$ cat src/rtl/trophy_spawner.sv
// Trophy spawner: places three trophies on open maze cells that avoid the
// player and each other. Candidates come from a 16-bit LFSR, and each
// candidate is checked through a request/acknowledge maze-cell query.
// In IDLE, a trophy is collected when the player stands on it.
module trophy_spawner #(
   parameter int ROWS      = 24,
   parameter int COLS      = 32,
   parameter int MAX_TRIES = 255
) (
   input  logic        clk,
   input  logic        rst,
   input  logic        start,
   input  logic [15:0] seed,
   input  logic [4:0]  player_r,
   input  logic [4:0]  player_c,
   output logic        cell_req,
   output logic [4:0]  cell_r,
   output logic [4:0]  cell_c,
   input  logic        cell_ack,
   input  logic        cell_open,
   output logic [14:0] trophy_r,
   output logic [14:0] trophy_c,
   output logic [2:0]  trophy_active,
   output logic [2:0]  place_fail,
   output logic        busy,
   output logic        done,
   output logic        all_collected
);

   typedef enum logic [1:0] {IDLE, GEN, QUERY} state_t;

   localparam logic [7:0]  MAX_T     = 8'(MAX_TRIES);
   localparam logic [15:0] LFSR_INIT = 16'hACE1;

   state_t      state, state_nx;
   logic [15:0] lfsr;
   logic [1:0]  idx;
   logic [7:0]  try_cnt;
   logic [4:0]  cand_r, cand_c;
   logic        in_range, exhausted, last_slot, dup, accept;
   logic [2:0]  collect;

   // Fibonacci LFSR with taps 16,14,13,11, shifting toward the MSB
   function automatic logic [15:0] lfsr_step(input logic [15:0] v);
      return {v[14:0], v[15] ^ v[13] ^ v[12] ^ v[10]};
   endfunction

   // An all-zero seed would lock the LFSR, so it is replaced by the default
   function automatic logic [15:0] seed_fix(input logic [15:0] s);
      return (s == 16'd0) ? LFSR_INIT : s;
   endfunction

   assign busy = (state != IDLE);

   // Candidate decode, acceptance test and per-slot collection matches
   always_comb begin
      cand_r    = lfsr[4:0];
      cand_c    = lfsr[12:8];
      in_range  = (int'(cand_r) < ROWS) && (int'(cand_c) < COLS);
      exhausted = (try_cnt >= MAX_T);
      last_slot = (idx == 2'd2);
      dup       = 1'b0;
      collect   = '0;
      for (int j = 0; j < 3; j++) begin
         if ((j < int'(idx)) && trophy_active[j] &&
             (trophy_r[5*j +: 5] == cell_r) && (trophy_c[5*j +: 5] == cell_c))
            dup = 1'b1;
         collect[j] = trophy_active[j] &&
                      (trophy_r[5*j +: 5] == player_r) && (trophy_c[5*j +: 5] == player_c);
      end
      accept = cell_open && !((cell_r == player_r) && (cell_c == player_c)) && !dup;
   end

   // Next-state logic for the placement sequencer
   always_comb begin
      state_nx = state;
      case (state)
         IDLE:  if (start) state_nx = GEN;
         GEN: begin
            if (exhausted)     state_nx = last_slot ? IDLE : GEN;
            else if (in_range) state_nx = QUERY;
         end
         QUERY: begin
            if (cell_ack) begin
               if (accept) state_nx = last_slot ? IDLE : GEN;
               else        state_nx = GEN;
            end
         end
         default: state_nx = IDLE;
      endcase
   end

   // State register
   always_ff @(posedge clk) begin
      if (rst) state <= IDLE;
      else     state <= state_nx;
   end

   // LFSR, counters, query port, trophy slots and status pulses
   always_ff @(posedge clk) begin
      if (rst) begin
         lfsr          <= LFSR_INIT;
         idx           <= '0;
         try_cnt       <= '0;
         cell_req      <= 1'b0;
         cell_r        <= '0;
         cell_c        <= '0;
         trophy_r      <= '0;
         trophy_c      <= '0;
         trophy_active <= '0;
         place_fail    <= '0;
         done          <= 1'b0;
         all_collected <= 1'b0;
      end else begin
         done          <= 1'b0;
         all_collected <= 1'b0;
         case (state)
            IDLE: begin
               if (start) begin
                  lfsr          <= seed_fix(seed);
                  idx           <= '0;
                  try_cnt       <= '0;
                  trophy_active <= '0;
                  place_fail    <= '0;
               end else if (|collect) begin
                  trophy_active <= trophy_active & ~collect;
                  all_collected <= ((trophy_active & ~collect) == 3'b000);
               end
            end
            GEN: begin
               if (exhausted) begin
                  // Out of attempts: abandon this slot without consuming a candidate
                  place_fail[idx] <= 1'b1;
                  idx             <= idx + 2'd1;
                  try_cnt         <= '0;
                  done            <= last_slot;
               end else begin
                  lfsr    <= lfsr_step(lfsr);
                  try_cnt <= try_cnt + 8'd1;
                  if (in_range) begin
                     cell_r   <= cand_r;
                     cell_c   <= cand_c;
                     cell_req <= 1'b1;
                  end
               end
            end
            QUERY: begin
               if (cell_ack) begin
                  cell_req <= 1'b0;
                  if (accept) begin
                     trophy_r[5*idx +: 5] <= cell_r;
                     trophy_c[5*idx +: 5] <= cell_c;
                     trophy_active[idx]   <= 1'b1;
                     idx                  <= idx + 2'd1;
                     try_cnt              <= '0;
                     done                 <= last_slot;
                  end
               end
            end
            default: ;
         endcase
      end
   end

endmodule

$ cat config.mk
export PLATFORM = sky130hd
export DESIGN_NAME = trophy_spawner
export DESIGN_NICKNAME = d
export VERILOG_FILES = /design/src/rtl/trophy_spawner.sv
export SDC_FILE = /design/constraint.sdc
export NUM_CORES = 1
export LEC_CHECK = 0
export CORE_ASPECT_RATIO = 0.8
export CORE_MARGIN = 2
export CORE_UTILIZATION = 55
export DETAILED_ROUTE_END_ITERATION = 10
export GPL_ROUTABILITY_DRIVEN = 0
export MAX_ROUTING_LAYER = met4
export PLACE_DENSITY = 0.92
export SYNTH_ARGS = -nofsm -noshare
export SYNTH_HDL_FRONTEND = slang
export SYNTH_SLANG_ARGS = --single-unit
$ cat constraint.sdc
create_clock -name clk -period 6.95 [get_ports clk]
set_input_delay 2.085 -clock clk [delete_from_list [all_inputs] [get_ports clk]]
set_output_delay 2.085 -clock clk [all_outputs]
set_load 0.1 [all_outputs]
Word level (Yosys, flattened, before mapping). Index checks and enable logic that the tools add are counted.

Add/subtract/negate cells: 3. $mul: 1. Div/mod/pow operators: 0. Magnitude comparators: 7. Equal/unequal tests: 25. Shift-type cells: 3. Multiplexer cells: 44. Bitwise logic cells: 10. Reductions and logical operators: 40.

Operators by type and width (count): $eq A5 B5 Y1 (14); $shiftx A5 B34 Y15 (2); $mux W16 (3); $neg A5 Y34 (1); $shift A5 B34 Y15 const A (1); $mux W8 (4); $pmux W16 S2 (1); $bwmux W15 (2); $pmux W8 S3 (1); $logic_and A1 B1 Y1 (19); $mux W3 (6); $logic_not A16 Y1 (1); $mux W2 (8); $reduce_and A3 Y1 (5); $mux W1 (12); $ne A2 B2 Y1 const B (6); $pmux W2 S3 (2); $pmux W3 S2 (2); $reduce_and A4 Y1 (3); $add A8 B1 Y8 const B (1); $ge A8 B8 Y1 const B (1); $reduce_bool A2 Y1 (4); $ne A3 B3 Y1 const B (2); $or A3 B3 Y3 (2); other kinds (22) (30).

Bits in registers: 77. Bits in latches: 0. RAM bits: 0. Memory bits (read-only): 0. Input bits: 31. Output and inout port bits: 50. Logic and storage cells: 146. Memories: 0.

Depth between registers and ports, before layout. Gate-level depths: netlist of the first run.

Depth after elaboration: 12. Mapped depth: 11. Mapped depth without buffers: 8.

Worst setup path after synthesis of the first run. OpenSTA, ideal clock, no wires.

Kind: input-to-reg. Start point: input player_c[4]. End point: register try_cnt[0]. Library setup time: 0.121 ns. Data arrival time: 3.627 ns. Data required time: 6.829 ns. Setup slack: 3.202 ns. Stages: 7. Path buffers: 1. Cell sequence: buf_2 -> xor2_1 -> nor4_1 -> nand4_1 -> and4_1 -> o21ai_2 -> mux2_2.

Cells in the longest elaborated chain, start to end: 7.

RTL lines: start: declaration (RTL line 15) `input logic [4:0] player_c,`; $eq A5 B5 Y1 (RTL line 71) `accept = cell_open && !((cell_r == player_r) && (cell_c == player_c)) && !dup;`; $logic_and A1 B1 Y1 (RTL line 71); $logic_not A1 Y1 (RTL line 71); $logic_and A1 B1 Y1 (2 in series) (RTL line 71); $ne A2 B2 Y1 (no line); $reduce_and A4 Y1 (no line); end signal: assignment (RTL line 139) `try_cnt <= try_cnt + 8'd1;`; end: declaration (RTL line 38) `logic [7:0] try_cnt;`.

Every way passes these cells. A chain may end at the register's enable or synchronous reset.

Worst setup path after layout of the first run.
Start point: register state[0]. End point: output busy.

Cells in the longest elaborated chain, start to end: 1.

RTL lines: start: declaration (RTL line 35) `state_t state, state_nx;`; start signal: assignment (RTL line 96) `else state <= state_nx;`; $reduce_bool A2 Y1 (RTL line 53) `assign busy = (state != IDLE);`; end: declaration (RTL line 25) `output logic busy,`.

Every way passes these cells.

==> summary.txt, run 1 <==
Adder-cell share of the synthesized area - 3.43%
Critical Path Sink - busy
Filler cells - 656
Syn Nets - 619
Die width - 108 µm
Largest net degree at the start of global routing - 71
Fraction of registers with async set/reset - 0%
Hold Crit Class - flip-flop to flip-flop
Root Buffer - clkbuf_8
Worst Reg-to-Reg Cells - 6
Final setup viols - 0
Synth Area in Compound Gates - 19.0%
Worst r2r src - idx[0]$_SDFFE_PP0P_
Hold_ws - 0.483 ns
Maximum capacitance violations - 0
CTS tree - built
Crit-path cells - inv_1 -> ha_1 -> inv_1 -> clkdlybuf4s50_1
Vias per cell - 6.59
Area of the die - 9380 µm²
Simple-gate portion of the synthesized area - 21.0%
Overflow after GRT - 0
Syn_area_per_cell - 8.24 µm²
Wirelength, routed - 14200 µm
Gr usage total - 31.4%
PD cells - 348 nW/µm²
Status - completed
CP Launch Type - flip-flop
Final worst setup slack - 2.43 ns
CP Buf/Inv Count - 3
Main synth FF type - dfxtp_1
Slew HR - 4.24%
Clk slew on worst S/H paths - 0.08 ns
Clock buffer depth - 2
Area share of the leading cell type in the synthesized netlist - 32.5%
Postcts setup bufs - 0
Peak VDD IR - 0.000424 V
Die Y - 87.0 µm
DRT iter0 DRCs - 509
Worst path depth - 4
# H-tree levels - 3
DPL Wire Length - 9770 µm
DR vias - 4811
Layout cells sized above 1 - 4.69%
Main combinational cell family by area after synthesis - simple AND/OR/NAND/NOR gates
Worst-Margin Slew - 1.43 ns
DRC viols - 0
Req. time, crit path - 4.87 ns
ANT cells - 0
Area Overhead vs Synth - 19.5%
Synth area leaders - dfxtp_1, xor2_1, xnor2_1, o31ai_1, or4_1
Reg-to-reg endpoint - trophy_r[1]$_SDFFE_PP0P_
Crit path from - state[0]$_SDFFE_PP0P_
Fin. max-slew vios - 0
Cells resized by post-CTS repair - 0
TritonCTS Buffers - 9
Via count of the first global-routing pass - 4475
Unique masters post-synth - 51
Cells after Synth - 575
#FFs+latches synth - 77
Mapped Area - 4740 µm²
R2R setup slack - 3.64 ns
Hold_buf cts - 0
Commonest cells in the netlist - dfxtp_1, nand2_1, a21oi_1
Worst Skew - 0.00922 ns
Number of flops mapped to enable cells by yosys - 0
Max Used Layer - met4
CP endpoint kind - primary output
Final Hold Viols - 0
# IOs - 81
Register area share after synthesis - 32.5%
Initial core utilization - 56.4%
Worst skew pair latency - 0.36 ns
Cell area after layout - 5660 µm²
Met3 wire length - 1640 µm
CP arrival - 2.43 ns
Max Freq - 0.221 GHz
Post-DR wirelength/cell - 19.4 µm
FP Rows - 30
Cell mode on critical path - inv_1
Worst path slowest cell - clkdlybuf4s50_1
Final setup TNS - 0 ns
Post-synthesis mux area share - 3.19%
Worst path max stage delay - 1.16 ns
Ys Warns - 0
Placed inst area - 5440 µm²
Place WS - 2.38 ns
Crit path max fanout - 6
Cell family with most CP delay - buffers and inverters
RSZ-0062 raised after global routing - false
Drt pass-1 iters - 5
Nets - 658
Final period util - 65.0%
Most instantiated library cell after synthesis - dfxtp_1
ANT nets after route - 0
Initial antenna violation count - 0
Core Area - 8410 µm²
CTS Sinks - 77
First-pass GRT wire length - 22600 µm
PortBufs - 80
Final min period - 4.52 ns
Synth area leader - dfxtp_1
Synth Area in XOR/XNOR - 13.5%
Wire length on met1 - 5770 µm
Met2 wire len - 6470 µm
Setup CP Type - flip-flop to primary output
Leakage - 2.03 nW
==> how the worst min path moves through the flow <==
| stage | start | end | slack [ns] | depth (start not counted) |
|---|---|---|---|---|
| after floorplan | lfsr[7]$_SDFFE_PP1P_ | lfsr[7]$_SDFFE_PP1P_ | 0.44 | 2 |
| after global placement | lfsr[5]$_SDFFE_PP1P_ | lfsr[5]$_SDFFE_PP1P_ | 0.45 | 2 |
| after detailed placement | place_fail[0]$_SDFFE_PP0P_ | place_fail[0]$_SDFFE_PP0P_ | 0.46 | 2 |
| after CTS | lfsr[6]$_SDFFE_PP1P_ | lfsr[6]$_SDFFE_PP1P_ | 0.48 | 2 |
| after global routing | lfsr[7]$_SDFFE_PP1P_ | lfsr[7]$_SDFFE_PP1P_ | 0.50 | 2 |
| final | place_fail[0]$_SDFFE_PP0P_ | place_fail[0]$_SDFFE_PP0P_ | 0.48 | 2 |
==> cell usage in the layout, fill, tap and decap left out, drive strengths merged, types with 2 or more instances in the layout <==
master / synthesis / final
a211oi: 8 / 8
mux2i: 14 / 14
o31ai: 35 / 35
nor3b: 2 / 2
or3: 3 / 3
nand2: 49 / 49
o221ai: 7 / 7
ha: 13 / 13
xnor2: 34 / 34
a221oi: 3 / 3
nand2b: 4 / 4
clkbuf: 32 / 10
o211ai: 4 / 4
nor3: 17 / 17
buf: 25 / 6
nor4: 13 / 13
o21a: 3 / 3
a2111oi: 3 / 3
clkinvlp: 0 / 2
clkdlybuf4s50: 0 / 79
nor2: 31 / 31
o32ai: 4 / 4
dfxtp: 77 / 77
nor2b: 2 / 2
bufinv: 0 / 2
inv: 21 / 22
o22ai: 2 / 2
nand3: 19 / 19
or4: 33 / 33
a21oi: 41 / 41
nand4: 9 / 9
o41ai: 2 / 2
and2: 2 / 2
xor2: 39 / 39
o21ai: 10 / 10
and4: 2 / 2
==> registers in the layout, indices dropped and copies added, names as in the netlist <==
register / cells
all_collected: 1
cell_c: 5
cell_r: 5
cell_req: 1
done: 1
idx: 2
lfsr: 16
place_fail: 3
state: 2
trophy_active: 3
trophy_c: 15
trophy_r: 15
try_cnt: 8
==> final cells by class <==
cell class / count / area [µm²] / area share, %
repair buffers: 85 / 833 / 14.7
well taps: 112 / 140 / 2.47
multi-input cells: 420 / 2850 / 50.3
flip-flops and latches: 77 / 1540 / 27.2
clock inverters: 5 / 83.8 / 1.48
clock buffers: 10 / 138 / 2.43
inverters: 21 / 78.8 / 1.39
==> worst min-delay path, stage by stage (launching register included) <==
cell and delay, ns:
dfxtp_1 0.34, a21oi_1 0.04, nor2_1 0.07
==> metal layers <==
layer	track usage (%)	vias up
met5	-	-
met4	9.21	0
met3	8.68	45
met2	47.2	343
met1	41.3	2259
li1	-	2164
==> cells by family (layout without fill, tap and decap cells) <==
family / count (synthesis) / after routing
AND/OR/NAND/NOR: 189 / 189
AO/OA/AOI/OAI: 130 / 130
buffers and inverters: 78 / 121
flip-flops: 77 / 77
XOR/XNOR: 73 / 73
multiplexers: 15 / 15
adder cells (fa/ha/maj): 13 / 13
==> stage by stage <==
stage          total power [mW]  utilization [%]  cells
2_1_floorplan              1.34                -    575
3_3_place_gp               1.51             64.7    715
3_5_place_dp               1.55             64.7    715
4_1_cts                    1.94             67.4    730
5_1_grt                    2.06             67.4    730
6_report                   1.97             67.4    730
==> power by group <==
group	total, mW	switching [mW]	internal, mW
combinational	0.950	0.659	0.291
clock	0.383	0.172	0.211
sequential	0.635	0.126	0.510
No activity file was read; power rests on OpenSTA's default activity.
==> run 2, diff against run 1 <==
--- a/config.mk
+++ b/config.mk
@@ -7,11 +7,11 @@
 export LEC_CHECK = 0
 export CORE_ASPECT_RATIO = 0.8
 export CORE_MARGIN = 2
-export CORE_UTILIZATION = 55
+export CORE_UTILIZATION = 49
 export DETAILED_ROUTE_END_ITERATION = 10
 export GPL_ROUTABILITY_DRIVEN = 0
 export MAX_ROUTING_LAYER = met4
-export PLACE_DENSITY = 0.92
+export PLACE_DENSITY = 0.88
 export SYNTH_ARGS = -nofsm -noshare
 export SYNTH_HDL_FRONTEND = slang
 export SYNTH_SLANG_ARGS = --single-unit
==> constraint.sdc (replaced) <==
create_clock -name clk -period 3.7 [get_ports clk]
set_input_delay 1.11 -clock clk [delete_from_list [all_inputs] [get_ports clk]]
set_output_delay 1.11 -clock clk [all_outputs]
set_load 0.1 [all_outputs]
==> run 2 against run 1 <==
Compared with the run above:
- sequential cell count unchanged
- non-clock buffer count up 4
- clock-buffer cell count up 1
- sequential power up 89%
==> summary.txt, run 2 (synthesis gave the netlist of run 1 again) <==
Worst skew pair latency - 0.35 ns
Die width - 114 µm
Max Freq - 0.322 GHz
Area of the die - 10500 µm²
Leakage - 2.19 nW
Reg-to-reg endpoint - try_cnt[0]$_SDFFE_PP0P_
CP Launch Type - input pin
Top reg by flops - lfsr
DPL Wire Length - 9970 µm
# IOs - 81
Layout cells sized above 1 - 13.3%
Final Hold Viols - 0
Setup CP Type - input pin to flip-flop
Final min period - 3.10 ns
Final setup viols - 0
Maximum capacitance violations - 0
Hold Path Stages - 2
Postcts setup bufs - 0
Hold Crit Class - flip-flop to flip-flop
Core Area - 9530 µm²
Worst Skew - 0.00764 ns
Total Power - 3.84 mW
Initial core utilization - 49.7%
First-pass GRT wire length - 23100 µm
Die Y - 92.0 µm
Req. time, crit path - 3.96 ns
Worst-Margin Slew - 0.725 ns
Max reg flops - 16
DR vias - 4801
ANT cells - 0
Hold_buf cts - 0
Peak VDD IR - 0.000626 V
# H-tree levels - 3
CTS tree - built
ANT nets after route - 0
CP arrival - 3.37 ns
Largest net degree at the start of global routing - 62
Fin. max-slew vios - 0
Clock buffer depth - 2
Overflow after GRT - 0
Slew HR - 51.4%
Cells resized by post-CTS repair - 0
Clk slew on worst S/H paths - 0.06 ns
Post-DR wirelength/cell - 19.4 µm
Commonest cells after routing, fill and taps aside - dfxtp_1, buf_4, nand2_1
Hold_ws - 0.478 ns
Largest regs - lfsr x16, trophy_c x15, trophy_r x15
Area Overhead vs Synth - 19.3%
R2R setup slack - 0.93 ns
Gr usage total - 28.6%
Final setup TNS - 0 ns
FP Rows - 32
DRT iter0 DRCs - 503
PortBufs - 80
Status - completed
Crit path max fanout - 60
Wirelength, routed - 14400 µm
Drt pass-1 iters - 6
CP endpoint kind - flip-flop
Nets - 662
Via count of the first global-routing pass - 4564
Root Buffer - clkbuf_16
CTS Sinks - 77
Most common cell after layout, fill and taps aside - dfxtp_1
Final period util - 83.9%
Initial antenna violation count - 0
RSZ-0062 raised after global routing - false
DRC viols - 0
Vias per cell - 6.47
Worst Reg-to-Reg Cells - 8
Worst r2r src - idx[0]$_SDFFE_PP0P_
TritonCTS Buffers - 9
Hold path endpoint - lfsr[7]$_SDFFE_PP1P_
PD cells - 679 nW/µm²
Min-delay src - lfsr[7]$_SDFFE_PP1P_
## run 2: cell types whose count changed in the layout (fill, tap and decap cells not counted), sizes merged
cell / before / now
buf: 6 / 60
clkdlybuf4s50: 79 / 29
bufinv: 2 / 0
clkinv: 0 / 2
clkbuf: 10 / 11
clkinvlp: 2 / 1
inv: 22 / 23
## run 2: cell type report
| cell class | instances | area [µm²] |
|---|---|---|
| timing repair buffer | 89 | 751 |
| fill | 831 | 3880 |
| clock inverter | 5 | 42.5 |
| sequential | 77 | 1540 |
| inverter | 21 | 78.8 |
| multi-input combinational | 420 | 2850 |
| clock buffer | 11 | 243 |
| tap | 119 | 149 |
## run 2: routing by layer
metal / part of all wire (%) / track usage [%] / wire length, µm / up-vias
met2: 46 / 44.0 / 6690 / 287
met1: 41 / 36.9 / 5980 / 2271
li1: - / - / - / 2173
met5: 0 / - / 0 / -
met4: 3.0 / 10.9 / 436 / 0
met3: 9.2 / 6.15 / 1330 / 70
## run 2: metrics by stage
stage	utilization, %	area (µm²)	std cells	setup slack, ns
CTS	59.3	5650	742	0.689
global route	59.3	5650	742	0.436
floorplan	-	4740	575	0.927
finish	59.3	5650	742	0.598
global placement	56.3	5370	726	0.402
detailed placement	56.3	5370	726	0.344
## run 2: worst max path at each step
stage	slack (ns)	end	start
finish	0.60	trophy_r[1]$_SDFFE_PP0P_	player_c[4]
global route	0.44	trophy_active[0]$_SDFFE_PP0P_	player_r[0]
floorplan	0.93	try_cnt[0]$_SDFFE_PP0P_	player_c[4]
detailed placement	0.34	trophy_r[5]$_SDFFE_PP0P_	player_c[2]
global placement	0.40	trophy_active[0]$_SDFFE_PP0P_	player_c[1]
CTS	0.69	trophy_r[5]$_SDFFE_PP0P_	player_c[2]
## run 2: critical path, stage by stage
cell and delay, ns:
clkdlybuf4s50_1 0.63, xor2_1 0.22, nor4_1 0.09, nand4_1 0.20
nand4_2 0.17, buf_12 0.22, or4_1 0.50, a21oi_1 0.21
## run 2: report_power, final
part,switching (mW),total [mW],internal (mW)
clock network,0.378,0.858,0.480
registers,0.238,1.20,0.958
logic,1.22,1.78,0.560
total,1.84,3.84,2.00
==> run 3, diff against run 2 <==
--- a/config.mk
+++ b/config.mk
@@ -7,11 +7,11 @@
 export LEC_CHECK = 0
 export CORE_ASPECT_RATIO = 0.8
 export CORE_MARGIN = 2
-export CORE_UTILIZATION = 49
+export CORE_UTILIZATION = 54
 export DETAILED_ROUTE_END_ITERATION = 10
 export GPL_ROUTABILITY_DRIVEN = 0
 export MAX_ROUTING_LAYER = met4
-export PLACE_DENSITY = 0.88
+export PLACE_DENSITY = 0.91
 export SYNTH_ARGS = -nofsm -noshare
 export SYNTH_HDL_FRONTEND = slang
 export SYNTH_SLANG_ARGS = --single-unit
==> constraint.sdc (replaced) <==
create_clock -name clk -period 3.22 [get_ports clk]
set_input_delay 0.966 -clock clk [delete_from_list [all_inputs] [get_ports clk]]
set_output_delay 0.966 -clock clk [all_outputs]
set_load 0.1 [all_outputs]
==> run 3 against run 2 <==
Compared with the run above:
- total power increased by 7.1%
- routed wire length increased by 0.24%
- via count increased by 0.44%
- first-iteration DRC count increased by 6.0%
- critical endpoint is now trophy_active[0]$_SDFFE_PP0P_
==> summary.txt, run 3 (synthesis gave the netlist of run 1 again) <==
Leakage - 2.17 nW
Util after Layout - 65.6%
Slew HR - 50.3%
Post-Place Cells - 726
# IOs - 81
Overflow after GRT - 0
Status - completed
Area Overhead vs Synth - 18.0%
Die Y - 87.8 µm
Fin. max-slew vios - 0
Flop pwr share - 33.3%
Final min period - 3.14 ns
Worst r2r src - idx[0]$_SDFFE_PP0P_
Final setup viols - 0
Clock power frac - 16.0%
Vias per cell - 6.51
Crit-path cells - clkdlybuf4s50_1 -> xnor2_1 -> nand4_1 -> nor3_1 -> o32a_1 -> nand3_1 -> a2111oi_0
Total Power - 4.11 mW
CP Launch Type - input pin
ANT nets after route - 0
DR vias - 4822
Reg-to-reg endpoint - trophy_r[8]$_SDFFE_PP0P_
Hold Crit Class - flip-flop to flip-flop
DRC viols - 0
Internal Pwr Total - 2.05 mW
Crit path max fanout - 4
Crit path from - player_c[4]
Worst Reg-to-Reg Cells - 7
NetSw - 2.06 mW
Area of the die - 9550 µm²
Most common cell after layout, fill and taps aside - dfxtp_1
# H-tree levels - 3
Maximum capacitance violations - 0
Worst skew pair latency - 0.36 ns
Top reg by flops - lfsr
Wirelength, routed - 14500 µm
PD cells - 735 nW/µm²
Max reg flops - 16
Sw Ratio - 50.2%
Final Hold Viols - 0
Worst path max stage delay - 0.64 ns
Worst path slowest cell - clkdlybuf4s50_1
Drt pass-1 iters - 5
RSZ-0062 raised after global routing - false
Largest regs - lfsr x16, trophy_c x15, trophy_r x15
CP endpoint kind - flip-flop
Initial antenna violation count - 0
Min-delay src - lfsr[7]$_SDFFE_PP1P_
Clock buffer depth - 2
Worst-Margin Slew - 0.743 ns
Max Freq - 0.318 GHz
DRT iter0 DRCs - 533
Gr usage total - 31.4%
Hold Path Stages - 2
Largest net degree at the start of global routing - 62
DPL Wire Length - 10300 µm
Req. time, crit path - 3.41 ns
Hold_buf cts - 0
FP Rows - 30
Postcts setup bufs - 0
First-pass GRT wire length - 22600 µm
Peak VDD IR - 0.000854 V
Final period util - 97.6%
PortBufs - 80
CP arrival - 3.34 ns
Commonest cells after routing, fill and taps aside - dfxtp_1, buf_4, nand2_1
Worst Skew - 0.0133 ns
Post-DR wirelength/cell - 19.5 µm
Comb power frac - 50.6%
Via count of the first global-routing pass - 4496
Root Buffer - clkbuf_8
Hold path endpoint - lfsr[7]$_SDFFE_PP1P_
CTS Sinks - 77
Layout cells sized above 1 - 14.1%
TritonCTS Buffers - 9
Cells resized by post-CTS repair - 0
Nets - 669
ANT cells - 0
Initial core utilization - 55.6%
Core Area - 8520 µm²
R2R setup slack - 0.50 ns
Setup CP Type - input pin to flip-flop
CTS tree - built
Final Non-Filler Cells - 741
Die width - 109 µm
Clk slew on worst S/H paths - 0.08 ns
## run 3: changes by cell type in the layout (fill, tap and decap cells not counted), sizes merged
cell | previous run | this run
inv | 23 | 21
clkbuf | 11 | 10
clkinv | 2 | 4
buf | 60 | 67
## run 3: power by group through the flow
stage	logic, mW	registers [mW]	clock network, mW
after detailed placement	2.02	1.38	0
after floorplan	1.34	1.55	0
final	2.08	1.37	0.659
after CTS	2.04	1.36	0.658
after global routing	2.22	1.39	0.702
after global placement	1.96	1.37	0
## run 3: metrics by stage
| stage | cell area (µm²) | hold slack, ns | setup TNS (ns) | worst slack, ns |
|---|---|---|---|---|
| 2_1_floorplan | 4740 | 0.441 | 0 | 0.491 |
| 3_3_place_gp | 5420 | 0.452 | 0 | 0.0644 |
| 3_5_place_dp | 5420 | 0.468 | -0.144 | -0.144 |
| 4_1_cts | 5590 | 0.484 | 0 | 0.146 |
| 5_1_grt | 5590 | 0.504 | 0 | 0.0295 |
| 6_report | 5590 | 0.481 | 0 | 0.0758 |
## run 3: how the worst max path moves through the flow
stage | end | cells past startpoint | slack, ns
floorplan | try_cnt[0]$_SDFFE_PP0P_ | 7 | 0.49
global placement | trophy_active[0]$_SDFFE_PP0P_ | 8 | 0.06
detailed placement | trophy_active[0]$_SDFFE_PP0P_ | 7 | -0.14
CTS | trophy_active[0]$_SDFFE_PP0P_ | 7 | 0.15
global route | trophy_active[0]$_SDFFE_PP0P_ | 7 | 0.03
finish | trophy_active[0]$_SDFFE_PP0P_ | 7 | 0.08
## run 3: routing by layer
metal	vias up	wire length (µm)	GRT usage, %
met5	-	0	-
met4	0	495	13.3
met3	72	1560	6.55
met2	320	6370	47.4
met1	2252	6040	40.7
li1	2178	-	-
## run 3: cell type report
class                      count  area [µm²]
clock buffer                  10         128
clock inverter                 5        38.8
fill                         677        2930
inverter                      21        78.8
multi-input combinational    420        2850
sequential                    77        1540
tap                          112         140
timing repair buffer          96         816
## run 3: critical path: cells and delay by family
kind	cells	cell delay (ns)
compound gates	2	0.81
xor+xnor	1	0.18
buf+inv	1	0.64
simple gates	3	0.74
